<file path="src/rtl/mul_div_unit_pkg.sv">
// ============================================================================
// Module  : md_defs (package)
// Purpose : Shared encodings for the iterative multiply/divide unit.
// Revision: 1.0 - initial release
// ============================================================================
`default_nettype none

package md_defs;

  // Operation encodings as decoded from the instruction
  localparam logic [1:0] MD_MULT  = 2'b00;
  localparam logic [1:0] MD_MULTU = 2'b01;
  localparam logic [1:0] MD_DIV   = 2'b10;
  localparam logic [1:0] MD_DIVU  = 2'b11;

  // Control state encodings
  localparam logic [1:0] S_IDLE = 2'd0;
  localparam logic [1:0] S_CALC = 2'd1;
  localparam logic [1:0] S_FIX  = 2'd2;

  // LO value reported for a zero divisor
  localparam logic [31:0] DIVZERO_LO = 32'hFFFF_FFFF;

  function automatic logic op_is_signed(input logic [1:0] op);
    return (op == MD_MULT) || (op == MD_DIV);
  endfunction

  function automatic logic op_is_div(input logic [1:0] op);
    return (op == MD_DIV) || (op == MD_DIVU);
  endfunction

endpackage

`default_nettype wire

</file>
<file path="src/rtl/mul_div_unit_if.sv">
// ============================================================================
// Module  : mul_div_unit_if
// Purpose : Request/result bundle between the EX stage and the mul/div unit.
// Revision: 1.0 - initial release
// ============================================================================
`default_nettype none

interface mul_div_unit_if #(
  parameter int WIDTH = 32
);
  logic             Start;
  logic [1:0]       Op;
  logic [WIDTH-1:0] MDIn1;
  logic [WIDTH-1:0] MDIn2;
  logic             Flush;
  logic             HiWrite;
  logic             LoWrite;
  logic [WIDTH-1:0] WrData;
  logic             Busy;
  logic             Done;
  logic             DivByZero;
  logic [WIDTH-1:0] Hi;
  logic [WIDTH-1:0] Lo;

  // Pipeline side: issues requests, observes status and HI/LO
  modport master (
    output Start, Op, MDIn1, MDIn2, Flush, HiWrite, LoWrite, WrData,
    input  Busy, Done, DivByZero, Hi, Lo
  );

  // Unit side
  modport slave (
    input  Start, Op, MDIn1, MDIn2, Flush, HiWrite, LoWrite, WrData,
    output Busy, Done, DivByZero, Hi, Lo
  );
endinterface

`default_nettype wire

</file>
<file path="src/rtl/mul_div_unit_step.sv">
// ============================================================================
// Module  : md_step
// Purpose : One radix-2 iteration: shift-add multiply or restoring divide.
//           Multiply: {hi,lo} holds partial product with multiplier in lo.
//           Divide  : hi holds partial remainder, lo shifts dividend out and
//                     quotient bits in.
// Revision: 1.0 - initial release
// ============================================================================
`default_nettype none

module md_step #(
  parameter int WIDTH = 32
) (
  input  logic             is_div,
  input  logic [WIDTH-1:0] acc_hi,
  input  logic [WIDTH-1:0] acc_lo,
  input  logic [WIDTH-1:0] opnd,
  output logic [WIDTH-1:0] nxt_hi,
  output logic [WIDTH-1:0] nxt_lo
);

  logic [WIDTH:0] sum;
  logic [WIDTH:0] shifted;
  logic [WIDTH:0] diff;

  // Single iteration; a borrow in diff[WIDTH] means the divisor did not fit
  always_comb begin
    sum     = {1'b0, acc_hi} + {1'b0, opnd};
    shifted = {acc_hi, acc_lo[WIDTH-1]};
    diff    = shifted - {1'b0, opnd};
    nxt_hi  = acc_hi;
    nxt_lo  = acc_lo;
    if (is_div) begin
      if (!diff[WIDTH]) begin
        nxt_hi = diff[WIDTH-1:0];
        nxt_lo = {acc_lo[WIDTH-2:0], 1'b1};
      end else begin
        nxt_hi = shifted[WIDTH-1:0];
        nxt_lo = {acc_lo[WIDTH-2:0], 1'b0};
      end
    end else if (acc_lo[0]) begin
      {nxt_hi, nxt_lo} = {sum, acc_lo[WIDTH-1:1]};
    end else begin
      {nxt_hi, nxt_lo} = {1'b0, acc_hi, acc_lo[WIDTH-1:1]};
    end
  end

endmodule

`default_nettype wire

</file>
<file path="src/rtl/mul_div_unit.sv">
// ============================================================================
// Module  : mul_div_unit
// Purpose : Iterative mult/multu/div/divu unit owning the HI/LO registers.
//           IDLE -> CALC (WIDTH steps) -> FIX (sign correction, HI/LO write).
// Revision: 1.0 - initial release
// ============================================================================
`default_nettype none

module mul_div_unit
  import md_defs::*;
#(
  parameter int WIDTH = 32,
  parameter int CNT_W = 6
) (
  input logic         Clk,
  input logic         Reset,
  mul_div_unit_if.slave md
);

  logic [1:0]         state_q, state_d;
  logic [CNT_W-1:0]   cnt_q, cnt_d;
  logic               is_div_q, is_div_d;
  logic               neg_q, neg_d;
  logic               rem_neg_q, rem_neg_d;
  logic               dz_q, dz_d;
  logic               done_q, done_d;
  logic               dbz_q, dbz_d;
  logic [WIDTH-1:0]   acc_hi_q, acc_hi_d;
  logic [WIDTH-1:0]   acc_lo_q, acc_lo_d;
  logic [WIDTH-1:0]   opnd_q, opnd_d;
  logic [WIDTH-1:0]   hi_q, hi_d;
  logic [WIDTH-1:0]   lo_q, lo_d;

  logic [WIDTH-1:0]   step_hi, step_lo;
  logic               launch, last_step, busy;
  logic               n1, n2, zero_div;
  logic [WIDTH-1:0]   mag1, mag2;
  logic [2*WIDTH-1:0] prod;
  logic [WIDTH-1:0]   quo, rem;

  md_step #(.WIDTH(WIDTH)) u_step (
    .is_div (is_div_q),
    .acc_hi (acc_hi_q),
    .acc_lo (acc_lo_q),
    .opnd   (opnd_q),
    .nxt_hi (step_hi),
    .nxt_lo (step_lo)
  );

  assign launch    = (state_q == S_IDLE) && md.Start && !md.Flush;
  assign last_step = (cnt_q == CNT_W'(WIDTH - 1));

  // Operand magnitudes/signs at launch, and sign-corrected results in FIX
  always_comb begin
    n1       = op_is_signed(md.Op) && md.MDIn1[WIDTH-1];
    n2       = op_is_signed(md.Op) && md.MDIn2[WIDTH-1];
    mag1     = n1 ? -md.MDIn1 : md.MDIn1;
    mag2     = n2 ? -md.MDIn2 : md.MDIn2;
    zero_div = op_is_div(md.Op) && (md.MDIn2 == '0);
    prod     = neg_q ? -{acc_hi_q, acc_lo_q} : {acc_hi_q, acc_lo_q};
    quo      = neg_q ? -acc_lo_q : acc_lo_q;
    rem      = rem_neg_q ? -acc_hi_q : acc_hi_q;
  end

  // Control state register
  always_ff @(posedge Clk or posedge Reset) begin
    if (Reset) state_q <= S_IDLE;
    else       state_q <= state_d;
  end

  // Next-state logic; Flush squashes any in-flight operation
  always_comb begin
    state_d = state_q;
    case (state_q)
      S_IDLE:  if (launch) state_d = S_CALC;
      S_CALC:  if (md.Flush) state_d = S_IDLE;
               else if (last_step) state_d = S_FIX;
      S_FIX:   state_d = S_IDLE;
      default: state_d = S_IDLE;
    endcase
  end

  // FSM outputs
  always_comb begin
    busy = (state_q != S_IDLE);
  end

  // Datapath next values: latch on launch, iterate in CALC, retire in FIX
  always_comb begin
    cnt_d     = cnt_q;
    is_div_d  = is_div_q;
    neg_d     = neg_q;
    rem_neg_d = rem_neg_q;
    dz_d      = dz_q;
    acc_hi_d  = acc_hi_q;
    acc_lo_d  = acc_lo_q;
    opnd_d    = opnd_q;
    hi_d      = hi_q;
    lo_d      = lo_q;
    dbz_d     = dbz_q;
    done_d    = 1'b0;
    case (state_q)
      S_IDLE: begin
        if (md.HiWrite) hi_d = md.WrData;
        if (md.LoWrite) lo_d = md.WrData;
        if (launch) begin
          is_div_d = op_is_div(md.Op);
          cnt_d    = '0;
          acc_hi_d = '0;
          opnd_d   = mag2;
          dz_d     = zero_div;
          dbz_d    = 1'b0;
          // A zero divisor runs the raw dividend unsigned so the remainder
          // comes out as the untouched MDIn1 and the quotient as all ones.
          acc_lo_d  = zero_div ? md.MDIn1 : mag1;
          neg_d     = zero_div ? 1'b0 : (n1 ^ n2);
          rem_neg_d = zero_div ? 1'b0 : n1;
        end
      end
      S_CALC: begin
        if (!md.Flush) begin
          acc_hi_d = step_hi;
          acc_lo_d = step_lo;
          cnt_d    = cnt_q + 1'b1;
        end
      end
      S_FIX: begin
        if (!md.Flush) begin
          done_d = 1'b1;
          dbz_d  = dz_q;
          if (!is_div_q) begin
            hi_d = prod[2*WIDTH-1:WIDTH];
            lo_d = prod[WIDTH-1:0];
          end else begin
            hi_d = rem;
            lo_d = dz_q ? WIDTH'(DIVZERO_LO) : quo;
          end
        end
      end
      default: ;
    endcase
  end

  // Datapath and architectural register flops
  always_ff @(posedge Clk or posedge Reset) begin
    if (Reset) begin
      cnt_q     <= '0;
      is_div_q  <= 1'b0;
      neg_q     <= 1'b0;
      rem_neg_q <= 1'b0;
      dz_q      <= 1'b0;
      acc_hi_q  <= '0;
      acc_lo_q  <= '0;
      opnd_q    <= '0;
      hi_q      <= '0;
      lo_q      <= '0;
      dbz_q     <= 1'b0;
      done_q    <= 1'b0;
    end else begin
      cnt_q     <= cnt_d;
      is_div_q  <= is_div_d;
      neg_q     <= neg_d;
      rem_neg_q <= rem_neg_d;
      dz_q      <= dz_d;
      acc_hi_q  <= acc_hi_d;
      acc_lo_q  <= acc_lo_d;
      opnd_q    <= opnd_d;
      hi_q      <= hi_d;
      lo_q      <= lo_d;
      dbz_q     <= dbz_d;
      done_q    <= done_d;
    end
  end

  assign md.Busy      = busy;
  assign md.Done      = done_q;
  assign md.DivByZero = dbz_q;
  assign md.Hi        = hi_q;
  assign md.Lo        = lo_q;

endmodule

`default_nettype wire

</file>
<file path="src/flat_wrapper.sv">
// flat-port wrapper written by rule: the top's interface ports become plain ports
module mul_div_unit_flat import md_defs::*;
#(
  parameter int WIDTH = 32,
  parameter int CNT_W = 6
)
  (Clk, Reset, md_Start, md_Op, md_MDIn1, md_MDIn2, md_Flush, md_HiWrite, md_LoWrite, md_WrData, md_Busy, md_Done, md_DivByZero, md_Hi, md_Lo);
  mul_div_unit_if #(.WIDTH(WIDTH)) md_i ();
  input logic Clk;
  input logic Reset;
  input wire logic [$bits(md_i.Start)-1:0] md_Start;
  input wire logic [$bits(md_i.Op)-1:0] md_Op;
  input wire logic [$bits(md_i.MDIn1)-1:0] md_MDIn1;
  input wire logic [$bits(md_i.MDIn2)-1:0] md_MDIn2;
  input wire logic [$bits(md_i.Flush)-1:0] md_Flush;
  input wire logic [$bits(md_i.HiWrite)-1:0] md_HiWrite;
  input wire logic [$bits(md_i.LoWrite)-1:0] md_LoWrite;
  input wire logic [$bits(md_i.WrData)-1:0] md_WrData;
  output wire logic [$bits(md_i.Busy)-1:0] md_Busy;
  output wire logic [$bits(md_i.Done)-1:0] md_Done;
  output wire logic [$bits(md_i.DivByZero)-1:0] md_DivByZero;
  output wire logic [$bits(md_i.Hi)-1:0] md_Hi;
  output wire logic [$bits(md_i.Lo)-1:0] md_Lo;
  assign md_i.Start = md_Start;
  assign md_i.Op = md_Op;
  assign md_i.MDIn1 = md_MDIn1;
  assign md_i.MDIn2 = md_MDIn2;
  assign md_i.Flush = md_Flush;
  assign md_i.HiWrite = md_HiWrite;
  assign md_i.LoWrite = md_LoWrite;
  assign md_i.WrData = md_WrData;
  assign md_Busy = md_i.Busy;
  assign md_Done = md_i.Done;
  assign md_DivByZero = md_i.DivByZero;
  assign md_Hi = md_i.Hi;
  assign md_Lo = md_i.Lo;
  mul_div_unit #(.WIDTH(WIDTH), .CNT_W(CNT_W)) u_core (.Clk(Clk), .Reset(Reset), .md(md_i));
endmodule
</file>
<file path="config.mk">
export PLATFORM = sky130hd
export DESIGN_NAME = mul_div_unit_flat
export DESIGN_NICKNAME = d
export VERILOG_FILES = /design/src/rtl/mul_div_unit_pkg.sv /design/src/rtl/mul_div_unit_if.sv /design/src/rtl/mul_div_unit_step.sv /design/src/rtl/mul_div_unit.sv /design/src/flat_wrapper.sv
export SDC_FILE = /design/constraint.sdc
export NUM_CORES = 1
export LEC_CHECK = 0
export CAP_MARGIN = 20
export CORE_UTILIZATION = 44
export CTS_BUF_LIST = sky130_fd_sc_hd__clkbuf_16
export DETAILED_ROUTE_END_ITERATION = 10
export GPL_TIMING_DRIVEN = 0
export PLACE_DENSITY_LB_ADDON = 0.05
export SYNTH_ARGS = -nofsm -noshare
export SYNTH_HDL_FRONTEND = slang
export SYNTH_SLANG_ARGS = --single-unit
</file>
<file path="constraint.sdc">
create_clock -name Clk -period 5.5 [get_ports Clk]
set_input_delay 1.1 -clock Clk [delete_from_list [all_inputs] [get_ports Clk]]
set_output_delay 1.1 -clock Clk [all_outputs]
set_load 0.05 [all_outputs]
</file>
==> results.toml <==
[logic_synthesis]
synth_seq_cells = 174
synth_xor_area_frac = 0.1077
synth_top_flop_cell = "dfrtp_1"
post-synth-top-count-cell = "nand2_1"
synth_common_cells = "250 x nand2_1, 221 x o21ai_0, 174 x dfrtp_1"
synth_top_family_by_area = "compound AO/OA/AOI/OAI gates"
synth_area_um2 = 14230
synth_nets = 1993
yosys_warnings = 0
synth_mux_area_frac = 0.03394
yosys.area.top_type = "dfrtp_1"
syn_inst = 1818
ys_seq_area_frac = 0.3060
synth_cell_types = 68
async_flop_share = 1.000
postSynthAreaPerCell_um2 = 7.827
synth-compound-area-share = 0.2578
synth_top_area_share = 0.3060
synth_fa_ha_area_frac = 0.06349
yosys-top-cells-area = "dfrtp_1 31%, o21ai_0 7.8%, nand2_1 6.6%, xnor2_1 6.5%, ha_1 6.1%"
synth_edf_count = 0
synth_simple_gate_area_frac = 0.1868

[sta]
tns_ns = 0
skew_ns = 0.01515
setup-violations-final = 0
slew_headroom = 0.3296
final_min_period_over_clock_period = 0.9309
tightest_slew_ns = 1.001
rsz0062_at_grt = "false"
hold_violations = 0
fin_crit_ns = 5.120
drv_slew = 0
fmax_mhz = 195.3

[routing]
ant_nets = 0
vias = 14530
first_iter_violations = 1479
route.detailed.drc = 0
dr.pass1.iters = 5
wl_per_cell_um = 22.00
via_per_inst = 5.993
finalWirelength_um = 53360

[pwr]
switching_power_w = 0.004401
pwr-share-comb = 0.614
p_int_w = 0.004141
power.leakage_nw = 7.081
vdd_ir_drop_max_mv = 0.2651
pwr-share-clk = 0.141
netSwitchingFraction = 0.5152
power_frac_seq = 0.245
p_total_w = 0.008542
pwr_density_cell_nw_per_um2 = 500.4

[global_routing]
grt_pass1_vias = 13940
busiest_layer = "met2"
grtUsageTotal = 0.3267
grt_util_met3 = 0.04673
use_met2 = 0.4962
grt_pass1_wl_um = 82420
gr-total-overflow = 0
antenna_found_initial = 0
grt_max_degree = 40
met1_usage = 0.4765

[clock_tree]
h-tree-depth = 4
clkLatencyLatePin_ns = 0.46
clk_pin_slew_ns = 0.08
cts_tree = "yes"
ctsHoldBuffers = 0
cts_buffers = 17
cts_sinks = 174
root_buffer = "clkbuf_16"
clock_path_buffers = 2

[critical_path]
cp_top_family = "compound AO/OA/AOI/OAI gates"
critPathMaxFanout = 10
path_common_cell = "a21oi_1"
slowest_delay_ns = 0.58
cp-start-kind = "flip-flop"
cp-startpoint = "u_core.acc_lo_q[31]"
required_ns = 5.82
cp_data_arrival_time_ns = 5.44
slowest_stage = "o21ai_0"
endpoint_kind = "flip-flop"
path_cells = "inv_1 > ha_1 > fa_1 > nand2b_1 > a21oi_1 > o21ai_0 > a21oi_1 > o31ai_1 > xor2_1 > clkbuf_1 > buf_1 > a211oi_1 > a311oi_1"
crit_buf_inv = 3
r2r_start = "u_core.acc_lo_q[31]"
critPathKind = "reg -> reg"

[finish]
area_growth_pct = 19.97
fillCellCount = 3098
n_antenna_cell = 0
layout.nets = 2185
drive_gt1_frac = 0.02916

[status]
status = "finished, final reports clean"

[hold_path]
hold_start = "u_core.md.Lo[23]"
hp-class = "reg -> reg"

[floorplanning]
start_util = 0.4486
io_pins = 171
core.rowCount = 65
dieHeight_um = 181.8
core_um2 = 31720
die_w_um = 181.8
fp.dieArea_um2 = 33060

[run]
cap_violations = 0

[place]
hpwl_um = 42220
globalplace.congestion = 0.9369
portBuffers = 169
[cells by family (layout without fill, tap and decap cells)]
kind of cell,count (synthesis),in the layout
buffers and inverters,164,369
AND/OR/NAND/NOR,575,575
flip-flops,174,174
XOR/XNOR,175,175
multiplexers,48,48
AO/OA/AOI/OAI,611,611
adder cells (fa/ha/maj),71,71
[metal layers]
metal | wire length [µm] | part of all wire | vias to the layer above
met5 | 0 | 0 | -
met4 | 1434 | 0.027 | 0
met3 | 3408 | 0.064 | 85
met2 | 23280 | 0.44 | 537
met1 | 25240 | 0.47 | 7005
li1 | - | - | 6907
[cell usage in the layout, fill, tap and decap left out, types with 13 or more instances in the layout]
master           netlist  final
mux2i_1               46     46
o21ai_0              221    221
xor2_1                69     69
dfrtp_1              174    174
clkdlybuf4s50_1        0    169
nand3_1               27     27
xnor2_1              106    106
nor2_1               123    123
clkbuf_1              88     88
nor3_1                46     46
clkbuf_16              0     17
a211oi_1              26     26
nand2_1              250    250
ha_1                  69     69
nor2b_1               23     23
o31ai_1               37     37
o22ai_1               33     33
a21o_1                22     22
inv_1                 57     56
o41ai_1               13     13
a31oi_1               16     16
o211ai_1              13     13
a21oi_1              161    161
nand2b_1              28     28
[worst reg2reg max path, stage by stage (launching register included)]
cell	delay, ns
dfrtp_1	0.48
inv_1	0.17
ha_1	0.20
fa_1	0.25
nand2b_1	0.17
a21oi_1	0.11
o21ai_0	0.58
a21oi_1	0.28
o31ai_1	0.58
xor2_1	0.48
clkbuf_1	0.52
buf_1	0.58
a211oi_1	0.17
a311oi_1	0.40
[area by class of cell]
cell class | count | area, µm² | share of cell area
flip-flops and latches | 174 | 4354 | 0.2551
plain buffers | 106 | 412.9 | 0.02419
well taps | 402 | 503.0 | 0.02947
repair buffers | 173 | 1772 | 0.1038
clock inverters | 15 | 131.4 | 0.007696
multi-input cells | 1480 | 9250 | 0.5419
inverters | 58 | 221.5 | 0.01297
clock buffers | 17 | 425.4 | 0.02492
[metrics by stage]
step | std cells | setup WS (ns) | instance area [µm²] | hold slack [ns] | utilization
global placement | 2389 | 0.4324 | 16430 | 0.4638 | 0.5179
global route | 2425 | 0.1718 | 17070 | 0.5070 | 0.5382
floorplan | 1818 | 1.812 | 14230 | 0.4553 | -
finish | 2425 | 0.3799 | 17070 | 0.4785 | 0.5382
CTS | 2425 | 0.3725 | 17070 | 0.4833 | 0.5381
detailed placement | 2393 | 0.4175 | 16510 | 0.4686 | 0.5206
[power groups by stage]
stage               clock network, W  registers (W)  logic (W)
CTS                          0.00122        0.00208    0.00514
floorplan                          0        0.00217    0.00341
global placement                   0        0.00210    0.00506
finish                       0.00121        0.00209    0.00524
global route                 0.00126        0.00213    0.00574
detailed placement                 0        0.00210    0.00512
[flip-flops by register name, summed over array words and instances (netlist names), 2 cells and up]
register and cells:
u_core.acc_hi_q 32, u_core.acc_lo_q 32, u_core.md.Hi 32, u_core.md.Lo 32
u_core.opnd_q 32, u_core.cnt_q 6, u_core.state_q 2
[what timing repair did]
action	in CTS	in global routing
endpoints found under the setup margin	0	2
buffers inserted	0	0
resized for setup	0	2
[worst paths after layout]
check                                            to  slack [ns]  cells after the start
worst max-delay path            u_core.acc_hi_q[30]        0.38                     13
worst min-delay path               u_core.md.Lo[23]        0.48                      1
worst max register to register  u_core.acc_hi_q[30]        0.38                     13
worst min register to register     u_core.md.Lo[23]        0.48                      1
max in group asynchronous          u_core.md.Lo[22]        3.23                      5
min in group asynchronous          u_core.opnd_q[8]        1.11                      2
No activity file was read; power rests on OpenSTA's default activity.
